[config.mk]
export PLATFORM = sky130hd
export DESIGN_NAME = button_conditioner
export DESIGN_NICKNAME = d
export VERILOG_FILES = /design/src/rtl/button_conditioner_pkg.sv /design/src/rtl/button_debounce_ch.sv /design/src/rtl/button_conditioner.sv
export SDC_FILE = /design/constraint.sdc
export NUM_CORES = 1
export LEC_CHECK = 0
export ABC_AREA = 1
export BUFFER_PORTS_ARGS = -buffer_cell sky130_fd_sc_hd__buf_2
export CORE_MARGIN = 2
export CORE_UTILIZATION = 31
export DETAILED_ROUTE_END_ITERATION = 16
export GPL_ROUTABILITY_DRIVEN = 0
export GPL_TIMING_DRIVEN = 0
export HOLD_SLACK_MARGIN = 0.15
export PLACE_DENSITY_LB_ADDON = 0.15
export SYNTH_ARGS = -nofsm -noshare
export SYNTH_HDL_FRONTEND = slang
export SYNTH_SLANG_ARGS = --single-unit
[constraint.sdc]
create_clock -name sys_clk -period 2 [get_ports sys_clk]
set_clock_uncertainty 0.2 [all_clocks]
set_input_delay 0.1 -clock sys_clk [delete_from_list [all_inputs] [get_ports sys_clk]]
set_output_delay 0.1 -clock sys_clk [all_outputs]
set_load 0.05 [all_outputs]
[src/rtl/button_conditioner_pkg.sv]
// Shared constants and types for the push-button front-end.
// Timing defaults assume a 100 MHz system clock.
package button_conditioner_pkg;

    localparam int N_BTN = 4;

    localparam int BTN_UP    = 0;
    localparam int BTN_DOWN  = 1;
    localparam int BTN_LEFT  = 2;
    localparam int BTN_RIGHT = 3;

    localparam int DEBOUNCE_20MS = 2_000_000;
    localparam int REPEAT_500MS  = 50_000_000;
    localparam int REPEAT_150MS  = 15_000_000;

    typedef enum logic {
        PH_DELAY  = 1'b0,
        PH_PERIOD = 1'b1
    } rep_phase_e;

    function automatic int max_int(input int a, input int b);
        return (a > b) ? a : b;
    endfunction

endpackage

[src/rtl/button_debounce_ch.sv]
// One button channel: 2-flop synchroniser, debounce counter and optional
// auto-repeat timer. The press/repeat pulse is combinational; the top registers it.
module button_debounce_ch
    import button_conditioner_pkg::*;
#(
    parameter int DEBOUNCE_CYCLES = DEBOUNCE_20MS,
    parameter int REPEAT_DELAY    = REPEAT_500MS,
    parameter int REPEAT_PERIOD   = REPEAT_150MS,
    parameter bit REPEAT_ENABLE   = 1'b0
) (
    input  logic sys_clk,
    input  logic sys_rst_n,
    input  logic btn_raw,
    output logic press_pulse,
    output logic btn_level
);

    localparam int DW = $clog2(DEBOUNCE_CYCLES);
    localparam int RW = $clog2(max_int(REPEAT_DELAY, REPEAT_PERIOD));

    localparam logic [DW-1:0] DCNT_LAST   = DW'(DEBOUNCE_CYCLES - 1);
    localparam logic [RW-1:0] DELAY_LAST  = RW'(REPEAT_DELAY - 1);
    localparam logic [RW-1:0] PERIOD_LAST = RW'(REPEAT_PERIOD - 1);

    logic [1:0]    sync_q, sync_d;
    logic          lvl_q, lvl_d;
    logic [DW-1:0] dcnt_q, dcnt_d;
    logic [RW-1:0] rcnt_q, rcnt_d;
    rep_phase_e    phase_q, phase_d;
    logic          s;

    always_comb begin
        sync_d      = {sync_q[0], btn_raw};
        s           = sync_q[1];
        lvl_d       = lvl_q;
        dcnt_d      = dcnt_q;
        rcnt_d      = rcnt_q;
        phase_d     = phase_q;
        press_pulse = 1'b0;

        // Any sample matching the accepted level restarts the stability count.
        if (s == lvl_q) begin
            dcnt_d = '0;
        end else if (dcnt_q == DCNT_LAST) begin
            lvl_d  = s;
            dcnt_d = '0;
        end else begin
            dcnt_d = dcnt_q + DW'(1);
        end

        if (lvl_d && !lvl_q) begin
            press_pulse = 1'b1;
            rcnt_d      = '0;
            phase_d     = PH_DELAY;
        end else if (!lvl_d) begin
            // Idle or just released: the repeat timer stays parked.
            rcnt_d  = '0;
            phase_d = PH_DELAY;
        end else if (REPEAT_ENABLE) begin
            if (rcnt_q == ((phase_q == PH_DELAY) ? DELAY_LAST : PERIOD_LAST)) begin
                press_pulse = 1'b1;
                rcnt_d      = '0;
                phase_d     = PH_PERIOD;
            end else begin
                rcnt_d = rcnt_q + RW'(1);
            end
        end
    end

    always_ff @(posedge sys_clk or negedge sys_rst_n) begin
        if (!sys_rst_n) begin
            sync_q  <= '0;
            lvl_q   <= 1'b0;
            dcnt_q  <= '0;
            rcnt_q  <= '0;
            phase_q <= PH_DELAY;
        end else begin
            sync_q  <= sync_d;
            lvl_q   <= lvl_d;
            dcnt_q  <= dcnt_d;
            rcnt_q  <= rcnt_d;
            phase_q <= phase_d;
        end
    end

    assign btn_level = lvl_q;

endmodule

[src/rtl/button_conditioner.sv]
// Push-button front-end for the menu FSM: N_BTN independent debounced channels
// with gated, registered single-cycle press/repeat pulses.
module button_conditioner
    import button_conditioner_pkg::*;
#(
    parameter int                           N_BTN           = button_conditioner_pkg::N_BTN,
    parameter int                           DEBOUNCE_CYCLES = DEBOUNCE_20MS,
    parameter logic [N_BTN-1:0]             REPEAT_EN       = 4'b0011,
    parameter int                           REPEAT_DELAY    = REPEAT_500MS,
    parameter int                           REPEAT_PERIOD   = REPEAT_150MS
) (
    input  logic             sys_clk,
    input  logic             sys_rst_n,
    input  logic [N_BTN-1:0] btn_raw,
    input  logic             enable,
    output logic [N_BTN-1:0] btn_pulse,
    output logic [N_BTN-1:0] btn_level
);

    logic [N_BTN-1:0] ch_pulse;
    logic [N_BTN-1:0] btn_pulse_q, btn_pulse_d;

    generate
        for (genvar gi = 0; gi < N_BTN; gi++) begin : g_ch
            button_debounce_ch #(
                .DEBOUNCE_CYCLES (DEBOUNCE_CYCLES),
                .REPEAT_DELAY    (REPEAT_DELAY),
                .REPEAT_PERIOD   (REPEAT_PERIOD),
                .REPEAT_ENABLE   (REPEAT_EN[gi])
            ) u_ch (
                .sys_clk     (sys_clk),
                .sys_rst_n   (sys_rst_n),
                .btn_raw     (btn_raw[gi]),
                .press_pulse (ch_pulse[gi]),
                .btn_level   (btn_level[gi])
            );
        end
    endgenerate

    // A pulse blocked by enable is simply lost; repeat timing keeps running.
    always_comb begin
        btn_pulse_d = ch_pulse & {N_BTN{enable}};
    end

    always_ff @(posedge sys_clk or negedge sys_rst_n) begin
        if (!sys_rst_n) begin
            btn_pulse_q <= '0;
        end else begin
            btn_pulse_q <= btn_pulse_d;
        end
    end

    assign btn_pulse = btn_pulse_q;

endmodule

==> Word-level counts from Yosys, hierarchy flattened <==
Cells that the tools add are included.
{ "word_totals": {"ff_bits": 154, "in_bits": 7, "out_inout_bits": 8, "wordCells": 82} }
{ "classes": {"n_addsub": 6, "eq_ne": 12, "n_mux": 38, "bitwise": 1, "reduce_logical": 8} }
{ "ops": {"columns": ["cell", "n"], "rows": [
  ["$mux 26", 8],
  ["$mux 21", 8],
  ["$add 21x1->21 const B", 4],
  ["$eq 21x21->1 const B", 4],
  ["$add 26x1->26 const B", 2],
  ["$eq 26x26->1", 2],
  ["$mux 1", 22],
  ["$ne 3x3->1 const B", 2],
  ["$and 4x4->4", 1],
  ["$eq 1x1->1", 4],
  ["$logic_and 1x1->1", 4],
  ["$logic_not 1->1", 4]
]} }

==> Depth between registers and ports, before layout <==
{ "depth": {"word_depth": 6, "mapped_depth": 11} }

==> Modules after synthesis <==
A second synthesis with hierarchy kept.
{ "hier_totals": {"cells_unflattened": 1234, "hier_area_um2": 8847.2} }
{ "by_module_without_submodules": {"columns": ["mod", "n_inst", "cells_per_inst", "area_per_inst_um2", "seq_area_each_um2"], "rows": [
  ["button_debounce_ch at g_ch[0].u_ch", 1, 443, 3060.4, 1276.2],
  ["button_debounce_ch at g_ch[1].u_ch", 1, 439, 3059.2, 1276.2],
  ["button_debounce_ch at g_ch[2].u_ch ...", 2, 170, 1298.7, 600.6],
  ["button_conditioner", 1, 12, 130.1, 100.1]
]} }

==> Least setup slack after synthesis <==
OpenSTA, ideal clock, no wires.
{ "synth_timing": {"path_kind": "register -> register", "start": "register g_ch[1].u_ch.rcnt_q[0]", "end": "register g_ch[1].u_ch.rcnt_q[6]", "setup_time_ns": 0.121, "t_arrival_ns": 1.442, "path_slack_ns": 0.237, "path_stages_with_launch": 10, "n_path_buf": 1, "path_cell_list": "dfrtp_1 > ha_1 > nand2_2 > nor2_4 > nand3_2 > a21oi_1 > nand2_2 > nand2_4 > buf_8 > nor2_1"} }
{ "synth_via": {"elab_chain_cells": 4} }
{ "synth_rtl": {"columns": ["element", "line", "text"], "rows": [
  ["from (decl)", "button_debounce_ch.sv:28", "logic [RW-1:0] rcnt_q, rcnt_d;"],
  ["from (signal assigned)", "button_debounce_ch.sv:81", "rcnt_q <= rcnt_d;"],
  ["$add 26x1->26 / $eq 26x26->1 (equally long branches)", "button_debounce_ch.sv:65, button_debounce_ch.sv:60", null],
  ["$mux 26 (*)", "button_debounce_ch.sv:60", "if (rcnt_q == ((phase_q == PH_DELAY) ? DELAY_LAST : PERIOD_LAST)) begin"],
  ["$mux 26 (*)", "button_debounce_ch.sv:55", "end else if (!lvl_d) begin"],
  ["$mux 26 (*)", "button_debounce_ch.sv:51", "if (lvl_d && !lvl_q) begin"],
  ["via g_ch[1].u_ch.rcnt_d[6]", "button_debounce_ch.sv:28", null]
]} }
Mark *: on every way through the listed nets, which the timed path passes. The rest lies on a longest branch.
A chain may end at the register's enable or synchronous reset.

==> Final worst setup path <==
{ "layout_timing": {"start": "register g_ch[1].u_ch.rcnt_q[0]", "end": "register g_ch[1].u_ch.rcnt_q[21]"} }
The elaborated chain is that of the path after synthesis.

==> flow_metrics.py <==
metrics = {
    "grt": {
        "antenna_found_initial": 0,
        "grt_max_degree": 94,
        "track_usage": 0.1522,
        "grt_pass1_wl_mm": 35.42,
        "grt_pass1_vias": 7136,
        "grt_overflow": 0,
    },
    "timing": {
        "whs_ps": 148.6,
        "worst_pin_slew_ps": 701.7,
        "rsz0062_at_grt": "true",
        "min_period_over_period": 0.9579,
        "setup_viol": 0,
        "final.min_clock_period_ps": 1916,
        "setup_ws_ps": 84.14,
        "hold_violations": 0,
        "tns_ps": 0,
        "fmax_mhz": 522.0,
        "slew_viol_final": 0,
        "slew_headroom": 0.5288,
    },
    "setup_path": {
        "r2r_slack_ps": 80,
        "critPathLaunchType": "flip-flop",
        "required_ps": 2130,
        "end_kind": "flip-flop",
        "r2r_end": "g_ch[1].u_ch.rcnt_q[21]",
        "cp-endpoint": "g_ch[1].u_ch.rcnt_q[21]",
        "r2r_cells": 9,
        "timing.rr.start": "g_ch[1].u_ch.rcnt_q[0]",
        "path_max_fanout": 7,
        "cp.arrival_ps": 2040,
        "startpoint": "g_ch[1].u_ch.rcnt_q[0]",
        "crit_type": "flip-flop to flip-flop",
    },
    "logic_synthesis": {
        "ys_ff_latch": 154,
        "yosysUniqueCellTypes": 36,
        "netlist_area_um2": 8603,
        "synthFlopType": "dfrtp_1",
        "syn_avg_cell_area_um2": 7.242,
        "syn_nets": 1201,
        "yosysMostFrequentCell": "nor2_1",
        "synth_edf_count": 0,
        "synth.area.top_cells": "dfrtp_1, nor2_1, nand2_1, inv_1, xor2_1",
        "synth_top_cells_by_count": "nor2_1, nand2_1, inv_1, dfrtp_1, nand3_1",
        "yosysTopAreaCell": "dfrtp_1",
        "yosysTopAreaCellShare": 0.4479,
        "async_flop_share": 1.000,
        "syn_inst": 1188,
        "ys_seq_area_frac": 0.4479,
        "yosysWarnings": 0,
    },
    "place": {
        "portBuffers": 14,
        "hpwlAfterDp_mm": 14.74,
        "place_ws_ps": -183.9,
    },
    "finish": {
        "utilization": 0.3761,
        "fill_cells": 2865,
        "diodes": 0,
        "syn2layout_area_growth_pct": 18.47,
        "layout-drive-gt1-share": 0.09779,
        "fin_nets": 1269,
    },
    "floorplanning": {
        "ios": 15,
        "die_w_um": 170.6,
        "die_h_um": 170.6,
        "dieArea_um2": 29100,
        "num_rows": 60,
        "core_area_um2": 27100,
        "start_util": 0.3175,
    },
    "detailed_routing": {
        "vias": 7426,
        "drtPass1Iterations": 4,
        "viasPerCell": 4.528,
        "ant_nets": 0,
        "drt_iter0_drc": 428,
        "wirelength_mm": 20.79,
        "drc": 0,
        "wl_per_cell_um": 12.67,
    },
    "hold_path": {
        "hp-class": "flip-flop to flip-flop",
    },
    "power_and_ir_drop": {
        "vdd_drop_max_uv": 568.7,
        "power_density_nw_per_um2": 650.2,
        "power_uw": 6627,
        "p_leak_uw": 0.004265,
    },
    "clock_tree": {
        "h-tree-depth": 4,
        "path_clk_slew_ps": 70,
        "cts_sinks": 154,
        "cts_inserted_buffers": 17,
        "cts_buffer_depth": 2,
        "cts_tree": "done",
        "insertion_delay_ps": 430,
        "clockRootBuffer": "clkbuf_16",
    },
    "job": {
        "drv_cap": 0,
    },
    "status": {
        "status": "complete, no violations",
    },
}
logic make-up (layout without fill, tap and decap cells):
logic type               Yosys count  after routing  synth area share
AO/OA/AOI/OAI                     60             60           0.03752
XOR/XNOR                          52             52           0.05294
adder cells (fa/ha/maj)            6              6          0.008726
buffers and inverters            169            249           0.07912
flip-flops                       154            154            0.4479
AND/OR/NAND/NOR                  747            747            0.3738
critical path, cell delays in order (launching register included):
cell	delay, ps
dfrtp_1	380
ha_1	200
nand2_2	80
nor2_4	190
nand3_4	130
a21oi_4	150
nand2_2	130
buf_4	200
nand3_1	100
nor2_1	40
area by class of cell:
| type | instances | area [um2] | share of cell area |
|---|---|---|---|
| Buffer | 9 | 85.08 | 0.008348 |
| Clock buffer | 19 | 432.9 | 0.04247 |
| Clock inverter | 12 | 150.1 | 0.01473 |
| Inverter | 160 | 604.3 | 0.05929 |
| Multi-Input combinational cell | 865 | 4210 | 0.4131 |
| Sequential cell | 154 | 3854 | 0.3781 |
| Tap cell | 372 | 465.4 | 0.04567 |
| Timing Repair Buffer | 49 | 390.4 | 0.03830 |
placed cells by master, fill, tap and decap left out, drive strengths merged:
master	count
a21oi	21
a211oi	1
xor2	39
dfrtp	154
o21ai	29
ha	6
nor2	291
dlygate4sd3	11
a31oi	5
xnor2	13
clkbuf	19
and3	1
nor3b	5
nand3	69
a21boi	1
a22oi	1
and2	1
clkinvlp	4
nand3b	8
o211ai	1
bufinv	3
o21bai	1
inv	160
clkinv	5
nand4	31
buf	47
nor4	4
nor3	53
nand2	284
routing by layer:
metal / part of all wire / vias to the layer above / GRT usage
met5: 0 / - / 0
met4: 0.012 / 0 / 0.04385
met3: 0.028 / 15 / 0.02822
met2: 0.44 / 96 / 0.2373
met1: 0.52 / 3445 / 0.2151
li1: - / 3870 / -
through the flow:
step                      cell area [um2]  instances
after global routing                10190       1640
after detailed placement             9176       1575
after floorplan                      8603       1188
after CTS                            9953       1624
after global placement               9139       1574
final                               10190       1640
worst min-delay path by stage:
stage | start | endpoint | cells past startpoint
floorplan | sys_rst_n | btn_pulse[0] | 0
global route | g_ch[0].u_ch.sync_q[0] | g_ch[0].u_ch.sync_q[1] | 0
CTS | g_ch[3].u_ch.sync_q[0] | g_ch[3].u_ch.sync_q[1] | 0
global placement | btn_raw[2] | g_ch[2].u_ch.sync_q[0] | 1
finish | g_ch[3].u_ch.sync_q[0] | g_ch[3].u_ch.sync_q[1] | 0
detailed placement | sys_rst_n | g_ch[1].u_ch.rcnt_q[17] | 1
power breakdown:
group,leakage [uW],switching (uW),internal (uW)
Combinational,0.00186,133,63.6
Sequential,0.00212,19.4,3140
Clock,0.000279,1320,1950
Total,0.00426,1470,5160
flip-flops by register name, summed over array words and instances (netlist names):
| signal | count |
|---|---|
| g_ch.u_ch.rcnt_q | 52 |
| g_ch.u_ch.dcnt_q | 84 |
| g_ch.u_ch.phase_q | 2 |
| g_ch.u_ch.sync_q | 8 |
| g_ch.u_ch.btn_level | 4 |
| btn_pulse | 4 |
repair_timing:
item / CTS / global route
resized for setup: 6 / 28
endpoints found under the setup margin: 52 / 77
gates cloned: 0 / 0
buffers inserted: 7 / 16
hold buffers: 11 / 0
pin swaps: 4 / 12
hold endpoints to repair: 162 / 0
Note: power is estimated with default switching activity, not from simulation.
